--- config.mk ---
export PLATFORM = sky130hd
export DESIGN_NAME = issue_queue_flat
export DESIGN_NICKNAME = d
export VERILOG_FILES = /design/src/rtl/issue_queue_if.sv /design/src/rtl/issue_queue.sv /design/src/flat_wrapper.sv
export SDC_FILE = /design/constraint.sdc
export NUM_CORES = 1
export LEC_CHECK = 0
export BUFFER_PORTS_ARGS = -buffer_cell sky130_fd_sc_hd__buf_4
export CAP_MARGIN = 20
export CELL_PAD_IN_SITES_DETAIL_PLACEMENT = 0
export CELL_PAD_IN_SITES_GLOBAL_PLACEMENT = 1
export CORE_UTILIZATION = 40
export DETAILED_ROUTE_END_ITERATION = 10
export PLACE_DENSITY_LB_ADDON = 0.05
export SYNTH_ARGS = -nofsm -noshare
export SYNTH_HDL_FRONTEND = slang
export SYNTH_SLANG_ARGS = --single-unit
--- constraint.sdc ---
create_clock -name clock -period 21.5 [get_ports clock]
set_clock_uncertainty 0.1 [all_clocks]
set_input_delay 2.15 -clock clock [delete_from_list [all_inputs] [get_ports clock]]
set_output_delay 2.15 -clock clock [all_outputs]
set_load 0.005 [all_outputs]
--- src/rtl/issue_queue_if.sv ---
// Fetch/issue handshake bundle for issue_queue. Packets are flat vectors:
// [64] valid, [63:32] pc, [31:0] inst.
interface issue_queue_if #(
  parameter int unsigned DEPTH     = 8,
  parameter int unsigned ENQ_WIDTH = 2,
  parameter int unsigned DEQ_WIDTH = 2,
  parameter int unsigned MAX_BR    = 2,
  parameter int unsigned PKT_W     = 65
);
  localparam int unsigned CntW = $clog2(DEPTH + 1);
  localparam int unsigned BrW  = $clog2(MAX_BR + 1);

  logic [ENQ_WIDTH-1:0]            enq_valid;
  logic [ENQ_WIDTH-1:0][PKT_W-1:0] enq_packet;
  logic                            enq_ready;
  logic [DEQ_WIDTH-1:0]            deq_valid;
  logic [DEQ_WIDTH-1:0][PKT_W-1:0] deq_packet;
  logic [DEQ_WIDTH-1:0]            deq_spec;
  logic [DEQ_WIDTH-1:0]            deq_ready;
  logic                            kill;
  logic                            resolve;
  logic [CntW-1:0]                 count;
  logic [BrW-1:0]                  br_outstanding;
  logic                            halt_latched;

  modport master (
    output enq_valid, enq_packet, deq_ready, kill, resolve,
    input  enq_ready, deq_valid, deq_packet, deq_spec, count, br_outstanding, halt_latched
  );

  modport slave (
    input  enq_valid, enq_packet, deq_ready, kill, resolve,
    output enq_ready, deq_valid, deq_packet, deq_spec, count, br_outstanding, halt_latched
  );
endinterface

--- src/rtl/issue_queue.sv ---
// In-order multi-lane instruction buffer between fetch and decode, with speculation
// tagging, conditional-branch throttling, WFI halt latch and full flush on kill.
module issue_queue #(
  parameter int unsigned DEPTH     = 8,
  parameter int unsigned ENQ_WIDTH = 2,
  parameter int unsigned DEQ_WIDTH = 2,
  parameter int unsigned MAX_BR    = 2
) (
  input logic            clock,
  input logic            reset,
  issue_queue_if.slave   bus
);
  localparam int unsigned PtrW   = $clog2(DEPTH);
  localparam int unsigned CntW   = $clog2(DEPTH + 1);
  localparam int unsigned BrW    = $clog2(MAX_BR + 1);
  localparam int unsigned PktW   = 65;
  localparam int unsigned VldBit = 64;
  localparam logic [31:0] InstWfi  = 32'h1050_0073;
  localparam logic [6:0]  OpBranch = 7'b110_0011;

  logic [PktW-1:0] mem_q [DEPTH];
  logic [PtrW-1:0] head_q, head_d, tail_q, tail_d;
  logic [CntW-1:0] count_q, count_d;
  logic [BrW-1:0]  br_q, br_d;
  logic            halt_q, halt_d;

  logic                           enq_ready;
  logic [ENQ_WIDTH-1:0]           wr_en;
  logic [ENQ_WIDTH-1:0][PtrW-1:0] wr_idx;
  logic                           halt_set;
  int unsigned                    enq_n, deq_n, br_fired;

  logic [DEQ_WIDTH-1:0]           deq_valid, deq_spec;
  logic [DEQ_WIDTH-1:0][PktW-1:0] deq_packet;

  // Whole-group admission, from registered state only.
  assign enq_ready = (int'(DEPTH) - int'(count_q) >= int'(ENQ_WIDTH)) && !halt_q;

  always_comb begin
    logic alive;
    wr_en    = '0;
    wr_idx   = '0;
    enq_n    = 0;
    halt_set = 1'b0;
    alive    = enq_ready && bus.enq_valid[0];
    for (int i = 0; i < int'(ENQ_WIDTH); i++) begin
      if (!bus.enq_valid[i]) alive = 1'b0;
      if (alive && bus.enq_packet[i][VldBit]) begin
        wr_en[i]  = 1'b1;
        wr_idx[i] = tail_q + PtrW'(enq_n);
        enq_n     = enq_n + 1;
        // WFI is kept; anything younger in the group is discarded.
        if (bus.enq_packet[i][31:0] == InstWfi) begin
          halt_set = 1'b1;
          alive    = 1'b0;
        end
      end
    end
  end

  always_comb begin
    int unsigned     b;
    logic            open, take, occ, is_br;
    logic [PtrW-1:0] rd_idx;
    logic [PktW-1:0] ent;
    deq_valid  = '0;
    deq_spec   = '0;
    deq_packet = '0;
    deq_n      = 0;
    br_fired   = 0;
    b          = 0;
    open       = 1'b1;
    take       = 1'b1;
    for (int i = 0; i < int'(DEQ_WIDTH); i++) begin
      rd_idx        = head_q + PtrW'(i);
      ent           = mem_q[rd_idx];
      occ           = int'(count_q) > i;
      is_br         = occ && (ent[6:0] == OpBranch);
      deq_packet[i] = ent;
      deq_spec[i]   = (32'(br_q) + b) != 0;
      // A throttled branch closes this lane and every younger one.
      if (!occ || (is_br && (32'(br_q) + b >= MAX_BR))) open = 1'b0;
      deq_valid[i] = open;
      take         = take && open && bus.deq_ready[i];
      if (take) begin
        deq_n = deq_n + 1;
        if (is_br) br_fired = br_fired + 1;
      end
      if (is_br) b = b + 1;
    end
  end

  always_comb begin
    head_d  = head_q + PtrW'(deq_n);
    tail_d  = tail_q + PtrW'(enq_n);
    count_d = count_q + CntW'(enq_n) - CntW'(deq_n);
    br_d    = br_q + BrW'(br_fired);
    if (bus.resolve && (br_d != '0)) br_d = br_d - BrW'(1);
    halt_d  = halt_q | halt_set;
    if (bus.kill) begin
      head_d  = '0;
      tail_d  = '0;
      count_d = '0;
      br_d    = '0;
      halt_d  = 1'b0;
    end
  end

  always_ff @(posedge clock or negedge reset) begin
    if (!reset) begin
      head_q  <= '0;
      tail_q  <= '0;
      count_q <= '0;
      br_q    <= '0;
      halt_q  <= 1'b0;
    end else begin
      head_q  <= head_d;
      tail_q  <= tail_d;
      count_q <= count_d;
      br_q    <= br_d;
      halt_q  <= halt_d;
    end
  end

  always_ff @(posedge clock) begin
    for (int i = 0; i < int'(ENQ_WIDTH); i++) begin
      if (wr_en[i] && !bus.kill) mem_q[wr_idx[i]] <= bus.enq_packet[i];
    end
  end

  assign bus.enq_ready      = enq_ready;
  assign bus.deq_valid      = deq_valid;
  assign bus.deq_packet     = deq_packet;
  assign bus.deq_spec       = deq_spec;
  assign bus.count          = count_q;
  assign bus.br_outstanding = br_q;
  assign bus.halt_latched   = halt_q;
endmodule

--- src/flat_wrapper.sv ---
// flat-port wrapper written by rule: the top's interface ports become plain ports
module issue_queue_flat 
#(
  parameter int unsigned DEPTH     = 8,
  parameter int unsigned ENQ_WIDTH = 2,
  parameter int unsigned DEQ_WIDTH = 2,
  parameter int unsigned MAX_BR    = 2
)
  (clock, reset, bus_enq_valid, bus_enq_packet, bus_deq_ready, bus_kill, bus_resolve, bus_enq_ready, bus_deq_valid, bus_deq_packet, bus_deq_spec, bus_count, bus_br_outstanding, bus_halt_latched);
  issue_queue_if #(.DEPTH(DEPTH), .ENQ_WIDTH(ENQ_WIDTH), .DEQ_WIDTH(DEQ_WIDTH), .MAX_BR(MAX_BR), .PKT_W(65)) bus_i ();
  input logic clock;
  input logic reset;
  input wire logic [$bits(bus_i.enq_valid)-1:0] bus_enq_valid;
  input wire logic [$bits(bus_i.enq_packet)-1:0] bus_enq_packet;
  input wire logic [$bits(bus_i.deq_ready)-1:0] bus_deq_ready;
  input wire logic [$bits(bus_i.kill)-1:0] bus_kill;
  input wire logic [$bits(bus_i.resolve)-1:0] bus_resolve;
  output wire logic [$bits(bus_i.enq_ready)-1:0] bus_enq_ready;
  output wire logic [$bits(bus_i.deq_valid)-1:0] bus_deq_valid;
  output wire logic [$bits(bus_i.deq_packet)-1:0] bus_deq_packet;
  output wire logic [$bits(bus_i.deq_spec)-1:0] bus_deq_spec;
  output wire logic [$bits(bus_i.count)-1:0] bus_count;
  output wire logic [$bits(bus_i.br_outstanding)-1:0] bus_br_outstanding;
  output wire logic [$bits(bus_i.halt_latched)-1:0] bus_halt_latched;
  assign bus_i.enq_valid = bus_enq_valid;
  assign bus_i.enq_packet = bus_enq_packet;
  assign bus_i.deq_ready = bus_deq_ready;
  assign bus_i.kill = bus_kill;
  assign bus_i.resolve = bus_resolve;
  assign bus_enq_ready = bus_i.enq_ready;
  assign bus_deq_valid = bus_i.deq_valid;
  assign bus_deq_packet = bus_i.deq_packet;
  assign bus_deq_spec = bus_i.deq_spec;
  assign bus_count = bus_i.count;
  assign bus_br_outstanding = bus_i.br_outstanding;
  assign bus_halt_latched = bus_i.halt_latched;
  issue_queue #(.DEPTH(DEPTH), .ENQ_WIDTH(ENQ_WIDTH), .DEQ_WIDTH(DEQ_WIDTH), .MAX_BR(MAX_BR)) u_core (.clock(clock), .reset(reset), .bus(bus_i));
endmodule
Yosys cells after proc, flatten, opt, wreduce, memory -nomap -nowiden
Memory sizes are Yosys's and may differ from the RTL's.
Cells that the tools add are included.
{ "totals": {"register_bits": 13, "mem_bits_rw": 520, "output_inout_bits": 142, "n_memories": 1} }
{ "op_classes": {"n_addsub": 13, "order_cmp": 5, "n_eq_ne": 4, "mux": 32, "bitwise": 1, "n_reduce_logical": 23} }
{ "memory_table": {"columns": ["name", "depth", "word_bits", "read_ports", "rd_clocked_by_memory_dff", "write_ports", "line_no", "rtl"], "rows": [
  ["u_core.mem_q", 8, 65, 2, 0, 2, "issue_queue.sv:21", "logic [PktW-1:0] mem_q [DEPTH];"]
]} }
{ "ops": {"columns": ["op", "count"], "rows": [
  ["32-bit by 29-bit == test with 1-bit output (second input constant)", 2],
  ["32-bit nonzero test", 2],
  ["32-bit by 2-bit >= comparator with 1-bit output (second input constant)", 1],
  ["32-bit by 3-bit >= comparator with 1-bit output (second input constant)", 1],
  ["1-bit 2-to-1 mux", 21],
  ["7-bit == test (second input constant)", 2],
  ["1-bit logical AND", 14],
  ["3-bit 2-to-1 mux", 4],
  ["4-bit 2-to-1 mux", 3],
  ["4-bit by 1-bit > comparator with 1-bit output (second input constant)", 2],
  ["2-bit 2-to-1 mux", 4],
  ["3-bit adder", 2],
  ["4-bit by 4-bit subtractor with 5-bit output (first input constant)", 1],
  ["1-bit by 1-bit adder with 2-bit output (second input constant)", 2],
  ["4-bit adder", 1],
  ["1-bit zero test", 4],
  ["4-bit subtractor", 1],
  ["2-bit by 1-bit adder with 3-bit output", 1],
  ["3-bit by 1-bit adder with 3-bit output", 1],
  ["3-bit by 1-bit adder with 3-bit output (second input constant)", 1],
  ["2-bit by 1-bit adder with 2-bit output (second input constant)", 1],
  ["2-bit adder", 1],
  ["2-bit >= comparator (second input constant)", 1],
  ["1-bit logical OR", 2],
  ["other kinds (3)", 3]
]} }

Logic depth before layout (Yosys ltp)
Gate-level depths: netlist of run 1.
An unclocked memory read counts as a cell.
{ "logic_depth": {"word_depth": 17, "depth_mapped": 22, "mapped_depth_nobuf": 19} }

Least setup slack after synthesis of run 1
Ideal clock, no wire load.
{ "synth_timing": {"kind": "input to register", "startpoint": "input bus_enq_packet[64]", "endpoint": "memory u_core.mem_q[6][0], enable pin", "setup_time_ps": 584, "t_arrival_ps": 7577, "path_slack_ps": 13239, "stages": 4, "path_buffers": 1, "cell_sequence": "and3_1 clkbuf_1 ha_1 o31ai_1"} }
{ "synth_rtl": {"columns": ["element", "line_no", "rtl"], "rows": [
  ["from (decl)", "flat_wrapper.sv:14", "input wire logic [$bits(bus_i.enq_packet)-1:0] bus_enq_packet;"],
  ["to (decl)", "issue_queue.sv:21", null]
]} }

Worst setup path in the final report of run 1
{ "layout_timing": {"startpoint": "register u_core.head_q[0]", "endpoint": "output bus_deq_packet[49]"} }
{ "layout_via": {"elab_chain_cells": 1} }
{ "layout_lines": {"columns": ["element", "line_no", "rtl"], "rows": [
  ["from (decl)", "issue_queue.sv:22", "logic [PtrW-1:0] head_q, head_d, tail_q, tail_d;"],
  ["from (signal assigned)", "issue_queue.sv:111", "head_q <= '0;"],
  ["from (signal assigned)", "issue_queue.sv:117", "head_q <= head_d;"],
  ["memory 8 x 65 bit", null, null],
  ["to (decl)", "flat_wrapper.sv:20", "output wire logic [$bits(bus_i.deq_packet)-1:0] bus_deq_packet;"]
]} }
No other way between the ends.

==> summary.txt, run 1 <==
Final layout
  • Final nets: 2314
  • Fill count: 6700
  • Layout Utilization: 47.3%
  • Multi-input gate area: 14600 µm²
  • Synthesis-to-finish area growth: 16.3%
  • Layout cells sized above 1: 57.8%
  • FF+latch area: 16000 µm²

Logic synthesis
  • Main synth FF type: edfxtp_1
  • Largest family of logic cells by synthesized area: multiplexers
  • Distinct cell type count of the synthesized netlist: 56
  • Most numerous cell in the Yosys netlist: mux2_2
  • Mean area per synthesized cell: 16.3 µm²
  • Mapped Cells: 1909
  • Post-Synth Adder-Cell Area: 1.14%
  • Post-synthesis async set-or-reset flop share: 2.44%
  • Post-Synth Simple-Gate Area: 4.71%
  • Synth top cells by count: 584 x mux2_2, 520 x edfxtp_1, 252 x mux4_2
  • Yosys top cell area share: 50.2%
  • Post-Syn Area: 31100 µm²
  • Post-Syn Nets: 2073
  • Synthesis-stage register bit count: 533
  • Post-synth EDFFs: 520
  • Yosys warns: 0
  • Yosys top cell by area: edfxtp_1
  • Synth area leaders: edfxtp_1 50%, mux2_2 21%, mux4_2 18%, nand2_1 2.3%, buf_2 1.3%
  • Synth Area in Compound Gates: 0.651%
  • Xor and xnor area share after synthesis: 0.281%
  • Mux contribution to synthesized area: 39.6%
  • Post-synthesis sequential area ratio: 51.2%

Pwr
  • Worst vdd ir: 0.0000807 V
  • Internal Power: 2.68 mW
  • Seq pwr share: 30.9%
  • P_sw: 1.32 mW
  • Comb pwr share: 43.9%
  • Clock power frac: 25.2%
  • Pwr dens: 110 nW/µm²
  • Power consumption: 3.99 mW
  • Sw Ratio: 32.9%
  • LEAKAGE: 12.0 nW

Timing
  • Setup-failing EPs final: 0
  • Worst slew pin tran: 1.13 ns
  • Setup TNS: 0 ns
  • Post-layout min period: 7.29 ns
  • Fmax: 137 MHz
  • Final hold violation count: 0
  • Slew HR: 24.9%
  • RSZ-0062 raised after global routing: no
  • Max-slew violation count: 0
  • Final period util: 33.9%

Worst setup path
  • CP endpoint: bus_deq_packet[49]
  • R2R cell count: 18
  • Worst path max stage delay: 0.90 ns
  • Crit Reg-Reg Startpoint: u_core.head_q[0]
  • Cell depth of the worst setup path: 6
  • Critical path cell sequence: buf_4, buf_4, buf_4, mux4_2, mux2_2, buf_4
  • Critical Path AT: 5.04 ns
  • CP Max Fanout: 63
  • Critical path's slowest cell: buf_4
  • Setup crit start: u_core.head_q[0]
  • Critical path's top delay family: buffers and inverters
  • Crit path top cell by count: buf_4
  • Crit path kind: reg2out
  • Worst reg2reg endpoint: u_core.bus.count[3]
  • Kind of start point of the critical path: register
  • WP data required: 19.25 ns
  • Nature of the critical path endpoint: output port
  • Worst path bufs/invs: 4
  • Reg2reg setup slack: 15.08 ns

Placed design
  • HPWL after detailed placement: 56.8 mm
  • Final GP Congestion: 0.787
  • IO buf count: 279

Routing
  • Met1 Routed Length: 41.0 mm
  • Met3 Wirelength: 5.31 mm
  • Avg WL per Cell: 30.0 µm
  • Vias/cell: 5.88
  • WL final: 97.1 mm
  • Post-DRT Antenna Nets: 0
  • Initial DRC count: 1390
  • Metal2 WL: 48.7 mm
  • Overall via count from detail_route: 19000
  • Remaining DRCs: 0
  • Max layer used: met5
  • First drt pass iteration count: 5

Floorplan
  • Core area: 76500 µm²
  • Die Span Y: 281 µm
  • I/O Pins: 280
  • Initial Util: 40.7%
  • Die W: 281 µm
  • Area of the die: 78900 µm²
  • Row count: 101

Global route
  • GRT Total Usage: 24.6%
  • Pin count of the biggest net entering global routing: 64
  • Initial antenna violation count: 9
  • Total grt overflow: 0
  • Global-route wire length before repair: 139 mm
  • Vias in the first global route: 19900

Clocking
  • H-tree levels: 2
  • Num CTS Buffers: 61
  • Hold-fix buffers, CTS: 0
  • Clk root buf: clkbuf_16
  • CTS tree: done
  • CTS clock-pin slew for the worst setup and hold paths: 0.06 ns
  • PostCTS Resize Cnt: 0
  • Clk buf depth: 3
  • Post-CTS Setup Bufs: 0
  • Clock sinks: 533
  • Worst-Skew Late Latency: 0.62 ns

Hold path
  • Hold Path Class: reg2reg

Status
  • Status: finished, final reports clean

Flow run
  • Max-cap check violation count: 0
## registers in the layout, indices dropped and copies added (netlist names)
name	cells
u_core.bus.halt_latched	1
u_core.mem_q	520
u_core.bus.br_outstanding	2
u_core.bus.count	4
u_core.tail_q	3
u_core.head_q	3
## final cells by class
cell class,count,share of cell area (%)
multi-input combinational,1212,40.3
antenna,5,0.0346
tap,1030,3.56
clock buffer,80,4.53
inverter,22,0.228
clock inverter,31,0.609
sequential,533,44.1
timing repair buffer,320,6.63
## placed cells by master, fill, tap and decap left out, drive strengths merged, types with 3 or more instances in the layout
cell type | netlist | routed
xor2 | 4 | 4
nor3b | 12 | 12
and3 | 3 | 3
nand4 | 3 | 3
diode | 0 | 5
dfrtp | 13 | 13
nand3 | 4 | 4
clkinv | 0 | 25
nand2 | 193 | 193
o21bai | 4 | 4
a21oi | 3 | 3
and2 | 3 | 3
fa | 4 | 4
or2 | 12 | 12
nor2b | 5 | 5
o31ai | 3 | 3
nor3 | 11 | 11
nor4 | 12 | 12
nand2b | 3 | 3
edfxtp | 520 | 520
nand3b | 9 | 9
mux2 | 587 | 587
xnor2 | 6 | 6
nor2 | 15 | 15
ha | 22 | 22
a2111oi | 3 | 3
mux4 | 252 | 252
inv | 22 | 23
nor4b | 6 | 6
and4b | 4 | 4
buf | 102 | 320
mux2i | 5 | 5
clkbuf | 40 | 80
bufinv | 0 | 3
## power by group through the flow
stage	registers, mW	logic [mW]	clock network, mW
final	1.24	1.75	1.01
after global routing	1.24	1.90	1.06
after CTS	1.24	1.79	1.02
after detailed placement	1.26	1.78	0
after global placement	1.26	1.77	0
after floorplan	1.22	1.13	0
## metrics by stage
step	setup slack [ns]	hold WS [ns]	std cells	instance area [µm²]
global placement	14.62	0.518	3116	34300
finish	14.21	0.512	3233	36200
detailed placement	14.78	0.508	3117	34300
floorplan	13.24	0.421	1909	31100
global route	13.83	0.525	3231	36200
CTS	14.10	0.528	3228	36200
## how the worst min path moves through the flow
stage                                         end  slack (ns)                     from  cells after the start
after floorplan           u_core.bus.halt_latched        0.42  u_core.bus.halt_latched                      2
after CTS                 u_core.bus.halt_latched        0.53  u_core.bus.halt_latched                      2
after global placement    u_core.bus.halt_latched        0.52  u_core.bus.halt_latched                      2
final                     u_core.bus.halt_latched        0.51  u_core.bus.halt_latched                      2
after detailed placement  u_core.bus.halt_latched        0.51  u_core.bus.halt_latched                      2
after global routing      u_core.bus.halt_latched        0.53  u_core.bus.halt_latched                      2
## logic make-up (layout without fill, tap and decap cells)
family / count (synthesis) / count (layout)
flip-flops: 533 / 533
multiplexers: 844 / 844
AO/OA/AOI/OAI: 26 / 26
adder cells (fa/ha/maj): 26 / 26
other: 0 / 5
buffers and inverters: 164 / 453
XOR/XNOR: 10 / 10
AND/OR/NAND/NOR: 306 / 306
## layer usage
| metal | up-vias | global-route usage (%) |
|---|---|---|
| met3 | 123 | 4.14 |
| met1 | 10100 | 32.6 |
| met4 | 10 | 6.02 |
| met5 | - | 0 |
| li1 | 8233 | - |
| met2 | 512 | 41.8 |
## tightest hold or removal path, cell delays in order (launching register included)
cell and delay [ns]:
dfrtp_1 0.42, a221oi_1 0.07, nor2_1 0.08
Note: power is estimated with default switching activity, not from simulation.
==> run 2, diff against run 1 <==
==> constraint.sdc (replaced) <==
create_clock -name clock -period 5.95 [get_ports clock]
set_clock_uncertainty 0.1 [all_clocks]
set_input_delay 0.595 -clock clock [delete_from_list [all_inputs] [get_ports clock]]
set_output_delay 0.595 -clock clock [all_outputs]
set_load 0.005 [all_outputs]
==> run 2 against run 1 <==
Against the previous run:
- sequential cell count is the same
- power grew to 3.6 times the previous value
- core utilization grew 0.36 points
- die area is the same
- non-clock buffer count grew 15
- register-to-register slack lost 14 ns
- sequential share of layout area shrank 0.33 points
- critical path depth grew 10
- first-iteration DRC count grew 4.9%
- global-route usage grew 0.073 points
- via count grew 0.41%
==> summary.txt, run 2 (synthesis gave the netlist of run 1 again) <==
Timing
  • Setup-failing EPs final: 0 (unchanged)
  • Final hold violation count: 0 (unchanged)
  • Worst slew pin tran: 1.07 ns (-0.0595 ns)
  • Fmax: 191 MHz
  • RSZ-0062 raised after global routing: no
  • Final period util: 87.8%
  • Max-slew violation count: 0 (unchanged)
  • Setup TNS: 0 ns (unchanged)
  • Worst setup margin: 0.727 ns (-13.48 ns)
  • Slew HR: 27.8% (+3.0 points)
  • Hold WS: 0.176 ns (-0.336 ns)
  • Post-layout min period: 5.22 ns

Hold path
  • Hold Path Class: in2reg
  • HP Start: bus_kill

Pwr
  • Pwr dens: 398 nW/µm² (+260%)
  • Power consumption: 14.5 mW (+260%)
  • LEAKAGE: 12.2 nW (+0.98%)
  • Worst vdd ir: 0.000301 V (+270%)

Clocking
  • Clk buf depth: 3 (unchanged)
  • Num CTS Buffers: 61 (unchanged)
  • H-tree levels: 2 (unchanged)
  • Clock sinks: 533 (unchanged)
  • Clk root buf: clkbuf_16
  • CTS tree: done
  • Worst-Skew Late Latency: 0.63 ns (about the same)
  • CTS clock-pin slew for the worst setup and hold paths: 0.06 ns (about the same)
  • Hold-fix buffers, CTS: 1 (+1)
  • Post-CTS Setup Bufs: 0 (unchanged)
  • PostCTS Resize Cnt: 0 (unchanged)

Worst setup path
  • Worst path bufs/invs: 2 (-2)
  • Nature of the critical path endpoint: register
  • Crit path kind: reg2reg
  • Critical Path AT: 5.64 ns (+0.60 ns)
  • Critical path's top delay family: adder cells
  • Worst path max stage delay: 0.79 ns (-0.11 ns)
  • Setup crit start: u_core.head_q[0]
  • CP Max Fanout: 29 (-54%)
  • Critical path's slowest cell: xnor2_2
  • Crit Reg-Reg Startpoint: u_core.head_q[0]
  • WP data required: 6.37 ns (-12.88 ns)
  • Kind of start point of the critical path: register
  • Critical path cell sequence: ha_4, xnor2_2, mux2_2, nor4_1, o31ai_1, o311ai_1, buf_4, nor2_1, ha_1, fa_1, inv_1, ha_1, a21o_1, a21oi_1, xnor2_1, nor2_1

Global route
  • Total grt overflow: 0 (unchanged)
  • GRT Total Usage: 24.7% (+0.073 points)
  • Gr busiest metal: met2
  • Vias in the first global route: 20400 (+2.4%)
  • Initial antenna violation count: 6 (-3)
  • GR Layer Usage met2: 42.8% (+0.95 points)
  • Global-route wire length before repair: 141 mm (+1.5%)
  • Grt met1 use: 32.7% (about the same)
  • Pin count of the biggest net entering global routing: 117 (+83%)
  • GR Util met3: 3.52% (-0.62 points)

Placed design
  • Area post-placement: 34600 µm² (+0.75%)
  • HPWL after detailed placement: 56.9 mm (+0.12%)
  • IO buf count: 279 (unchanged)
  • Dpl ws: 0.711 ns (-14.07 ns)
  • Final GP Congestion: 0.783 (-0.56%)
  • DP Cell Count: 3131 (+0.45%)

Routing
  • Initial DRC count: 1458 (+4.9%)
  • Remaining DRCs: 0 (unchanged)
  • Avg WL per Cell: 29.9 µm (-0.56%)
  • Post-DRT Antenna Nets: 0 (unchanged)
  • Overall via count from detail_route: 19100 (+0.41%)
  • WL final: 97.0 mm (about the same)
  • Vias/cell: 5.87 (about the same)
  • First drt pass iteration count: 5 (unchanged)

Floorplan
  • Core area: 76500 µm² (unchanged)
  • Die W: 281 µm (unchanged)
  • Row count: 101 (unchanged)
  • Initial Util: 40.7% (unchanged)
  • I/O Pins: 280 (unchanged)
  • Area of the die: 78900 µm² (unchanged)
  • Die Span Y: 281 µm (unchanged)

Final layout
  • Final nets: 2329 (+0.65%)
  • Most common cell after layout, fill and taps aside: mux2_2
  • Post-route design area: 36500 µm² (+0.76%)
  • Most frequent cells in the layout: 584 x mux2_2, 520 x edfxtp_1, 322 x buf_4
  • Max FFs per register: 520 (unchanged)
  • Synthesis-to-finish area growth: 17.2%
  • Layout Utilization: 47.7% (+0.36 points)
  • Layout cells sized above 1: 57.9% (about the same)
  • Final non-filler cell total: 3248 (+0.46%)

Flow run
  • Max-cap check violation count: 0 (unchanged)

Status
  • Status: finished, final reports clean
## run 2: cell types whose count changed in the layout (fill, tap and decap cells not counted), moves of 2 or more
cell	delta
buf_12	+12
buf_4	+3
clkbuf_1	+3
clkinv_1	+2
clkinvlp_4	-2
diode_2	-2
## run 2: per-layer routing
metal / wire length (µm) / share of wire, %
met1: 41600 / 43
met2: 49300 / 51
met3: 4250 / 4.4
met4: 1670 / 1.7
met5: 65 / 0.067
## run 2: area by class of cell
type	instances	area (µm²)
fillers	6706	40000
diodes	3	7.51
multi-input cells	1212	14600
well taps	1030	1290
clock buffers	82	1630
repair buffers	335	2670
inverters	22	82.6
clock inverters	31	245
flip-flops and latches	533	16000
## run 2: power by group
part | leakage (nW) | switching, mW | internal, mW
clock network | 0.913 | 1.55 | 2.07
registers | 4.85 | 0.107 | 4.28
logic | 6.39 | 3.09 | 3.41
total | 12.2 | 4.76 | 9.76
## run 2: final timing paths
| path | to | slack, ns | cells past startpoint |
|---|---|---|---|
| max | u_core.bus.count[3] | 0.73 | 16 |
| max reg2reg | u_core.bus.count[3] | 0.73 | 16 |
| min | u_core.bus.br_outstanding[0] | 0.18 | 2 |
| min reg2reg | u_core.bus.halt_latched | 0.48 | 2 |
| min in group asynchronous | u_core.head_q[2] | 0.26 | 2 |
| max in group asynchronous | u_core.head_q[1] | 5.28 | 2 |
==> run 3, diff against run 2 <==
--- a/config.mk
+++ b/config.mk
@@ -11,7 +11,7 @@
 export CELL_PAD_IN_SITES_GLOBAL_PLACEMENT = 1
 export CORE_UTILIZATION = 40
 export DETAILED_ROUTE_END_ITERATION = 10
-export PLACE_DENSITY_LB_ADDON = 0.05
+export PLACE_DENSITY_LB_ADDON = 0.1
 export SYNTH_ARGS = -nofsm -noshare
 export SYNTH_HDL_FRONTEND = slang
 export SYNTH_SLANG_ARGS = --single-unit
==> run 3 against run 2 <==
Against the previous run:
- non-clock buffer count is 6 lower
- sequential cell count stayed put
- die area stayed put
- sequential share of layout area is 0.19 points lower
- core utilization is 0.21 points higher
- worst hold slack better by 0.048 ns
- power is 1.5% higher
- sequential power hardly changed
- routed wire length is 0.22% lower
- highest routed layer unchanged
==> summary.txt, run 3 (synthesis gave the netlist of run 1 again) <==
Final layout
  • Layout cells sized above 1: 58.4% (+0.50 points)
  • Max FFs per register: 520 (unchanged)
  • Layout Utilization: 47.9% (+0.21 points)
  • Final nets: 2328 (-0.043%)
  • Synthesis-to-finish area growth: 17.7%
  • Fill count: 6717 (+0.16%)
  • FF+latch area: 16000 µm² (unchanged)
  • Multi-input gate area: 14600 µm² (unchanged)
  • Most frequent cells in the layout: 584 x mux2_2, 520 x edfxtp_1, 312 x buf_4
  • Most common cell after layout, fill and taps aside: mux2_2

Pwr
  • Power consumption: 14.7 mW (+1.5%)
  • Pwr dens: 402 nW/µm² (+1.1%)
  • Worst vdd ir: 0.000460 V (+53%)
  • LEAKAGE: 12.2 nW (+0.56%)

Clocking
  • H-tree levels: 3 (+1)
  • Clk buf depth: 3 (unchanged)
  • Clk root buf: clkbuf_16
  • Clock sinks: 533 (unchanged)
  • Hold-fix buffers, CTS: 1 (unchanged)
  • PostCTS Resize Cnt: 0 (unchanged)
  • Post-CTS Setup Bufs: 0 (unchanged)
  • CTS clock-pin slew for the worst setup and hold paths: 0.06 ns (about the same)
  • Num CTS Buffers: 66 (+8.2%)
  • CTS tree: done
  • Worst-Skew Late Latency: 0.60 ns (-0.03 ns)

Worst setup path
  • Reg2reg setup slack: 0.72 ns (about the same)
  • Nature of the critical path endpoint: register
  • CP Max Fanout: 16 (-45%)
  • Worst path max stage delay: 0.63 ns (-0.16 ns)
  • Critical path cell sequence: mux4_2, mux2_2, or4b_4, a2111oi_2, ha_1, inv_1, ha_1, o311ai_1, buf_4, nor2_1, ha_1, fa_1, inv_1, ha_1, a21o_1, a21oi_1, xnor2_1, nor2_1
  • Worst path bufs/invs: 3 (+1)
  • Kind of start point of the critical path: register
  • Crit path kind: reg2reg
  • Critical path's slowest cell: dfrtp_4
  • Crit Reg-Reg Startpoint: u_core.head_q[2]
  • Critical path's top delay family: adder cells
  • WP data required: 6.32 ns (-0.05 ns)
  • Crit path top cell by count: ha_1
  • Critical Path AT: 5.59 ns (-0.05 ns)
  • Setup crit start: u_core.head_q[2]

Timing
  • Final hold violation count: 0 (unchanged)
  • Post-layout min period: 5.23 ns (+0.00464 ns)
  • Hold WS: 0.225 ns (+0.0481 ns)
  • Max-slew violation count: 0 (unchanged)
  • Setup-failing EPs final: 0 (unchanged)
  • Slew HR: 23.0% (-4.9 points)
  • Final period util: 87.9% (about the same)
  • Setup TNS: 0 ns (unchanged)
  • Fmax: 191 MHz (about the same)
  • Worst slew pin tran: 1.16 ns (+0.0880 ns)
  • Worst setup margin: 0.722 ns (-0.00464 ns)
  • RSZ-0062 raised after global routing: no

Floorplan
  • Area of the die: 78900 µm² (unchanged)
  • Die W: 281 µm (unchanged)
  • Core area: 76500 µm² (unchanged)
  • Die Span Y: 281 µm (unchanged)
  • Row count: 101 (unchanged)
  • I/O Pins: 280 (unchanged)
  • Initial Util: 40.7% (unchanged)

Placed design
  • Dpl ws: 0.542 ns (-0.169 ns)
  • Final GP Congestion: 0.780 (-0.37%)
  • IO buf count: 279 (unchanged)
  • HPWL after detailed placement: 56.6 mm (-0.45%)

Global route
  • Global-route wire length before repair: 139 mm (-1.4%)
  • GRT Total Usage: 24.5% (-0.12 points)
  • Vias in the first global route: 20200 (-0.95%)
  • Total grt overflow: 0 (unchanged)
  • Pin count of the biggest net entering global routing: 117 (unchanged)
  • Initial antenna violation count: 7 (+1)

Routing
  • Vias/cell: 5.93 (+1.0%)
  • Initial DRC count: 1390 (-4.7%)
  • Avg WL per Cell: 29.9 µm (+0.19%)
  • Remaining DRCs: 0 (unchanged)
  • Post-DRT Antenna Nets: 0 (unchanged)
  • WL final: 96.8 mm (-0.22%)
  • First drt pass iteration count: 5 (unchanged)
  • Overall via count from detail_route: 19200 (+0.60%)

Hold path
  • HP Start: bus_kill
  • Hold Path Class: in2reg

Status
  • Status: finished, final reports clean

Flow run
  • Max-cap check violation count: 0 (unchanged)
[run 3: power by group]
group          switching [mW]  total (mW)  leakage, nW  internal (mW)
Clock                    1.58        3.88        0.992           2.29
Sequential              0.111        4.39         4.85           4.28
Combinational            3.07        6.47         6.38           3.40
Total                    4.76        14.7         12.2           9.97
[run 3: stage by stage]
step,instance area [µm²],std cells
5_1_grt,36600,3234
6_report,36600,3235
3_5_place_dp,34500,3123
2_1_floorplan,31100,1909
4_1_cts,36600,3231
3_3_place_gp,34500,3122
[run 3: path summary, 6_finish.rpt]
kind / end / depth (start not counted)
max: u_core.bus.count[3] / 18
min: u_core.bus.br_outstanding[0] / 2
max reg2reg: u_core.bus.count[3] / 18
min reg2reg: u_core.bus.halt_latched / 2
max in group asynchronous: u_core.head_q[0] / 2
min in group asynchronous: u_core.bus.br_outstanding[1] / 2
[run 3: cell type report]
class,instances,area share [%]
sequential,533,43.6
multi-input combinational,1212,39.8
timing repair buffer,329,7.32
clock buffer,85,5.02
tap,1030,3.52
clock inverter,22,0.495
inverter,22,0.226
antenna,2,0.0137
[run 3: layer usage]
| metal | global-route usage [%] | vias up | part of all wire (%) |
|---|---|---|---|
| li1 | - | 8236 | - |
| met1 | 32.9 | 10200 | 42 |
| met2 | 41.4 | 566 | 50 |
| met3 | 3.92 | 133 | 5.0 |
| met4 | 6.28 | 10 | 2.2 |
| met5 | 0 | - | 0.071 |
